File: config.mk
export PLATFORM = sky130hd
export DESIGN_NAME = light_mode_sequencer_flat
export DESIGN_NICKNAME = d
export VERILOG_FILES = /design/src/rtl/light_mode_sequencer_if.sv /design/src/rtl/light_mode_sequencer.sv /design/src/flat_wrapper.sv
export SDC_FILE = /design/constraint.sdc
export NUM_CORES = 1
export LEC_CHECK = 0
export ABC_AREA = 1
export BUFFER_PORTS_ARGS = -buffer_cell sky130_fd_sc_hd__buf_4
export CORE_MARGIN = 3
export CORE_UTILIZATION = 63
export CTS_CLUSTER_SIZE = 10
export DETAILED_ROUTE_END_ITERATION = 12
export HOLD_SLACK_MARGIN = 0.02
export PLACE_DENSITY = 0.89
export SLEW_MARGIN = 10
export SYNTH_ARGS = -nofsm -noshare
export SYNTH_HDL_FRONTEND = slang
export SYNTH_SLANG_ARGS = --single-unit
export TNS_END_PERCENT = 30
File: constraint.sdc
create_clock -name i_clk -period 3.3 [get_ports i_clk]
set_clock_uncertainty 0.15 [all_clocks]
set_input_delay 0.165 -clock i_clk [delete_from_list [all_inputs] [get_ports i_clk]]
set_output_delay 0.165 -clock i_clk [all_outputs]
set_load 0.05 [all_outputs]
File: src/rtl/light_mode_sequencer_if.sv
// Button/command bundle between the board-facing driver and light_mode_sequencer.
// Optional i_hold signal exists only when LIGHT_SEQ_HOLD_EN is defined.
interface light_mode_sequencer_if;
   logic       i_btnNext;
   logic       i_btnOff;
   logic       i_autoEn;
`ifdef LIGHT_SEQ_HOLD_EN
   logic       i_hold;
`endif
   logic [1:0] o_OnOffSW;
   logic       o_cmdStb;
   logic       o_auto;

`ifdef LIGHT_SEQ_HOLD_EN
   modport master (output i_btnNext, output i_btnOff, output i_autoEn, output i_hold,
                   input  o_OnOffSW, input o_cmdStb, input o_auto);
   modport slave  (input  i_btnNext, input i_btnOff, input i_autoEn, input i_hold,
                   output o_OnOffSW, output o_cmdStb, output o_auto);
`else
   modport master (output i_btnNext, output i_btnOff, output i_autoEn,
                   input  o_OnOffSW, input o_cmdStb, input o_auto);
   modport slave  (input  i_btnNext, input i_btnOff, input i_autoEn,
                   output o_OnOffSW, output o_cmdStb, output o_auto);
`endif
endinterface

File: src/rtl/light_mode_sequencer.sv
// Light FSM command source: debounces Next/Off buttons, sequences 00->01->10->00
// manually or on a dwell timer in auto mode.
// Optional feature macro: LIGHT_SEQ_HOLD_EN (adds i_hold, freezes the dwell timer).
module light_mode_sequencer #(
   parameter int unsigned DEBOUNCE_CYCLES = 1_000_000,
   parameter int unsigned DWELL_CYCLES    = 100_000_000,
   parameter int unsigned CNT_W           = 27
) (
   input logic                   i_clk,
   input logic                   i_reset,
   light_mode_sequencer_if.slave bus
);

   localparam logic [CNT_W-1:0] DEB_MAX   = CNT_W'(DEBOUNCE_CYCLES - 1);
   localparam logic [CNT_W-1:0] DWELL_MAX = CNT_W'(DWELL_CYCLES - 1);

   typedef enum logic {MANUAL, AUTO} state_t;

   state_t           state;
   logic [1:0]       btn_s1, btn_s2;      // bit0 = next, bit1 = off
   logic             auto_s1, auto_s2;
   logic             hold_s;
   logic [1:0]       btn_db, btn_db_d;
   logic [CNT_W-1:0] btn_cnt [2];
   logic [CNT_W-1:0] dwell_cnt, dwell_nxt;
   logic [1:0]       cmd_q, cmd_nxt, succ;
   logic             stb_q, auto_q;
   logic             next_press, off_press, dwell_run;

   // Two-flop synchronizers for the asynchronous button and mode inputs.
   always_ff @(posedge i_clk or posedge i_reset) begin
      if (i_reset) begin
         btn_s1  <= '0;
         btn_s2  <= '0;
         auto_s1 <= 1'b0;
         auto_s2 <= 1'b0;
      end else begin
         btn_s1  <= {bus.i_btnOff, bus.i_btnNext};
         btn_s2  <= btn_s1;
         auto_s1 <= bus.i_autoEn;
         auto_s2 <= auto_s1;
      end
   end

`ifdef LIGHT_SEQ_HOLD_EN
   logic [1:0] hold_sync;

   // Synchronizer for the dwell-freeze input.
   always_ff @(posedge i_clk or posedge i_reset) begin
      if (i_reset) hold_sync <= '0;
      else         hold_sync <= {hold_sync[0], bus.i_hold};
   end
   assign hold_s = hold_sync[1];
`else
   assign hold_s = 1'b0;
`endif

   // Debounce: level follows the synced input only after an unbroken run of mismatches.
   always_ff @(posedge i_clk or posedge i_reset) begin
      if (i_reset) begin
         btn_db     <= '0;
         btn_db_d   <= '0;
         btn_cnt[0] <= '0;
         btn_cnt[1] <= '0;
      end else begin
         btn_db_d <= btn_db;
         for (int unsigned i = 0; i < 2; i++) begin
            if (btn_s2[i] != btn_db[i]) begin
               if (btn_cnt[i] == DEB_MAX) begin
                  btn_db[i]  <= btn_s2[i];
                  btn_cnt[i] <= '0;
               end else begin
                  btn_cnt[i] <= btn_cnt[i] + 1'b1;
               end
            end else begin
               btn_cnt[i] <= '0;
            end
         end
      end
   end

   assign next_press = btn_db[0] & ~btn_db_d[0];
   assign off_press  = btn_db[1] & ~btn_db_d[1];
   assign succ       = (cmd_q == 2'b10) ? 2'b00 : cmd_q + 2'b01;
   assign dwell_run  = (state == AUTO) && auto_s2;

   // Next command and dwell count: off > next > dwell expiry; a press always restarts the dwell.
   always_comb begin
      cmd_nxt   = cmd_q;
      dwell_nxt = '0;
      if (dwell_run) dwell_nxt = hold_s ? dwell_cnt : dwell_cnt + 1'b1;
      if (off_press) begin
         cmd_nxt   = 2'b00;
         dwell_nxt = '0;
      end else if (next_press) begin
         cmd_nxt   = succ;
         dwell_nxt = '0;
      end else if (dwell_run && !hold_s && dwell_cnt == DWELL_MAX) begin
         cmd_nxt   = succ;
         dwell_nxt = '0;
      end
   end

   // Mode FSM with registered command, strobe and auto-flag outputs.
   always_ff @(posedge i_clk or posedge i_reset) begin
      if (i_reset) begin
         state     <= MANUAL;
         cmd_q     <= 2'b00;
         stb_q     <= 1'b0;
         auto_q    <= 1'b0;
         dwell_cnt <= '0;
      end else begin
         cmd_q     <= cmd_nxt;
         stb_q     <= (cmd_nxt != cmd_q);
         dwell_cnt <= dwell_nxt;
         case (state)
            MANUAL: if (auto_s2) begin
               state  <= AUTO;
               auto_q <= 1'b1;
            end
            AUTO: if (!auto_s2) begin
               state  <= MANUAL;
               auto_q <= 1'b0;
            end
            default: begin
               state  <= MANUAL;
               auto_q <= 1'b0;
            end
         endcase
      end
   end

   assign bus.o_OnOffSW = cmd_q;
   assign bus.o_cmdStb  = stb_q;
   assign bus.o_auto    = auto_q;

endmodule

File: src/flat_wrapper.sv
// flat-port wrapper written by rule: the top's interface ports become plain ports
module light_mode_sequencer_flat 
#(
   parameter int unsigned DEBOUNCE_CYCLES = 1_000_000,
   parameter int unsigned DWELL_CYCLES    = 100_000_000,
   parameter int unsigned CNT_W           = 27
)
  (i_clk, i_reset, bus_i_btnNext, bus_i_btnOff, bus_i_autoEn, bus_o_OnOffSW, bus_o_cmdStb, bus_o_auto);
  light_mode_sequencer_if bus_i ();
  input logic i_clk;
  input logic i_reset;
  input wire logic [$bits(bus_i.i_btnNext)-1:0] bus_i_btnNext;
  input wire logic [$bits(bus_i.i_btnOff)-1:0] bus_i_btnOff;
  input wire logic [$bits(bus_i.i_autoEn)-1:0] bus_i_autoEn;
  output wire logic [$bits(bus_i.o_OnOffSW)-1:0] bus_o_OnOffSW;
  output wire logic [$bits(bus_i.o_cmdStb)-1:0] bus_o_cmdStb;
  output wire logic [$bits(bus_i.o_auto)-1:0] bus_o_auto;
  assign bus_i.i_btnNext = bus_i_btnNext;
  assign bus_i.i_btnOff = bus_i_btnOff;
  assign bus_i.i_autoEn = bus_i_autoEn;
  assign bus_o_OnOffSW = bus_i.o_OnOffSW;
  assign bus_o_cmdStb = bus_i.o_cmdStb;
  assign bus_o_auto = bus_i.o_auto;
  light_mode_sequencer #(.DEBOUNCE_CYCLES(DEBOUNCE_CYCLES), .DWELL_CYCLES(DWELL_CYCLES), .CNT_W(CNT_W)) u_core (.i_clk(i_clk), .i_reset(i_reset), .bus(bus_i));
endmodule
==> summary.txt <==
Min path
  – Worst hold path class: register to register
  – WHS Endpoint: u_core.auto_s2
  – Hold Path Depth: 0
  – Min-delay src: u_core.auto_s1

Route
  – Antenna viol nets, final: 0
  – Vias post-DR: between 4000 and 5000
  – Drt drc: 0
  – WL per Instance: 13.7 microns
  – Initial drt markers: between 400 and 500
  – DR pass1 iterations: 5
  – Vias per cell: 5.43
  – Routed wire length: around 12 mm

Timing
  – RSZ-0062 raised after global routing: no
  – F_max: 504 MHz
  – Setup TNS: 0 ps
  – Slew Limit Fails: 0
  – Fin Hold WS: 208 ps
  – Final setup vio count: 0
  – Slew margin rel.: 60.1%
  – Fin crit share: 60.1%
  – Worst-Margin Slew: 598 ps
  – Final Hold Fails: 0
  – Min Tclk post-route: between 1500 and 2000 ps

Clock network
  – CTS max path bufs: 2
  – Root Buffer: clkbuf_8
  – Reg clk slew, reported paths: 110 ps
  – CTS tree: yes
  – Clk sinks: 96
  – Htree depth: 3
  – Cts repair resizes: 0
  – Worst-skew pair later-pin latency: 370 ps
  – Inserted Clock Buffers: 9

Floorplan
  – Boundary pin count: 9
  – Die extent in y: about 99 microns
  – Core Area: 8300 sq um
  – Initial Utilization: 65.4%
  – DIE AREA: 9770 sq um
  – Core Rows: 33
  – Die W: about 100 microns

Worst setup path
  – WS Path Type: register to register
  – CP endpoint kind: register
  – FF-to-FF Start: u_core.dwell_cnt[0]
  – R2R Path End: u_core.dwell_cnt[8]
  – WP data arrival: 2110 ps
  – Largest fanout on the critical path: 27
  – CP Data Required Time: 3420 ps
  – Crit path launch type: register
  – R2R Setup Slk: 1320 ps
  – Cells on worst reg2reg path: 8

Yosys
  – Synth cell count leaders: nand2_1 (207), nor2_1 (153), dfrtp_1 (96)
  – Yosys reg bits: 96
  – Largest cells by area after synthesis: dfrtp_1 (44%), nand2_1 (14%), nor2_1 (11%)
  – Yosys top cell by area: dfrtp_1
  – Cells after Synth: 741
  – Syn avg cell area: 7.32 sq um
  – Area fraction of the dominant cell type after synthesis: 44.3%
  – Ys async rst share: 100%
  – Most used DFF post-synth: dfrtp_1
  – Cell with the most instances after synthesis: nand2_1
  – Sequential fraction of the synthesis area: 44.3%
  – Number of synthesized flops with an enable pin: 0
  – Post-synthesis cell area: about 5400 sq um
  – Yosys Warn Count: 0
  – Yosys cell types: 35
  – Mapped Nets: 750

Finish
  – Area delta synth->final: 7.52%
  – Fillers: 667
  – Post-Layout Cell Count: 870
  – Share of cells above drive strength 1: 7.71%
  – Ant diodes: 0
  – Final core utilization: 70.3%
  – # nets final: between 700 and 800

Placed design
  – IO buf count: 8
  – GPL Wtd Cong: around 0.98
  – Cell total after placement: 850
  – Hpwl dp: 8.91 mm

Run status
  – Outcome: finished clean

Global routing
  – M2 GR Usage: 43.3%
  – First-pass GRT wire length: 20.8 mm
  – Met1 Use GR: around a third
  – Total gr overflow: 0
  – Grt met3 use: 2.90%
  – Global routing's busiest layer: met2
  – Largest net degree at the start of global routing: slightly above 50
  – GRT Overall Usage: between 20% and 30%
  – Antenna violations before repair: 0
  – Vias in the first global route: roughly 4700

Power and ir drop
  – Power Density: 359 nW/um^2
  – Static Leak: 0.00251 uW
  – Worst vdd ir: 0.201 mV

Run
  – Max Cap Viol: 0
==> worst max-delay path by stage <==
| stage | from | end | slack (ps) | depth (start not counted) |
|---|---|---|---|---|
| floorplan | i_reset | u_core.auto_s1 | 480 | 1 |
| global placement | u_core.dwell_cnt[0] | u_core.dwell_cnt[0] | 1470 | 8 |
| detailed placement | u_core.dwell_cnt[0] | u_core.dwell_cnt[14] | 1370 | 8 |
| CTS | u_core.dwell_cnt[0] | u_core.dwell_cnt[8] | 1320 | 8 |
| global route | u_core.dwell_cnt[0] | u_core.dwell_cnt[8] | 1160 | 8 |
| finish | u_core.dwell_cnt[0] | u_core.dwell_cnt[8] | 1320 | 8 |
==> through the flow <==
step	cell area [sq um]	setup WS (ps)	total power (uW)
final	5840	1320	2100
after global routing	5840	1160	2160
after CTS	5840	1320	2110
after detailed placement	5590	1370	1300
after global placement	5590	1470	1300
after floorplan	5430	480	1280
==> kinds of logic after synthesis <==
kind of cell,synth area share (%)
adders and majority gates,0.922
and+or+nand+nor,38.8
AOI/OAI and AO/OA,2.58
buffers and inverters,7.42
DFF,44.3
xor gates and xnor gates,5.97
==> what timing repair did <==
item	in CTS	in global routing
hold endpoints to repair	51	0
buffers inserted	0	0
hold buffers	4	0
==> where the power goes <==
group          internal, uW  switching (uW)
clock                   367             451
sequential             1190            9.28
combinational          20.7            59.0
==> critical path: stages, from the launching register on <==
cell	delay [ps]
dfrtp_1	420
ha_1	230
nand3_1	120
inv_1	80
nand2_2	140
nor2_2	50
nand2_2	110
nand4_4	330
nor2_1	250
==> registers in the layout, summed over array words and instances (netlist names), 2 cells and up <==
signal,flops
u_core.btn_s2,2
u_core.btn_s1,2
u_core.btn_cnt,54
u_core.bus.o_OnOffSW,2
u_core.btn_db_d,2
u_core.btn_db,2
u_core.dwell_cnt,27
==> cell type report <==
cell class | instances | area, sq um | share of cell area (%)
Sequential cell | 96 | 2400 | 41.2
Clock inverter | 7 | 85.1 | 1.46
Inverter | 94 | 355 | 6.09
Multi-Input combinational cell | 545 | 2620 | 44.9
Tap cell | 105 | 131 | 2.25
Clock buffer | 9 | 124 | 2.12
Timing Repair Buffer | 14 | 115 | 1.97
==> metal layers <==
layer	routed length, microns	part of all wire, %	vias to the layer above
li1	-	-	2340
met1	5310	44	2215
met2	5840	49	151
met3	672	5.6	15
met4	138	1.2	0
met5	0	0	-
==> layout by cell type, fill, tap and decap left out, types with 7 or more instances in the layout <==
cell type	count
nor3_1	31
nand2_2	7
nor2_2	7
nand2_1	207
o21ai_0	8
dfrtp_1	96
nand3_1	40
xor2_1	32
clkbuf_8	9
nand4_1	18
buf_4	10
inv_1	89
nor2_1	153
Power figures use the tool's default switching activity.
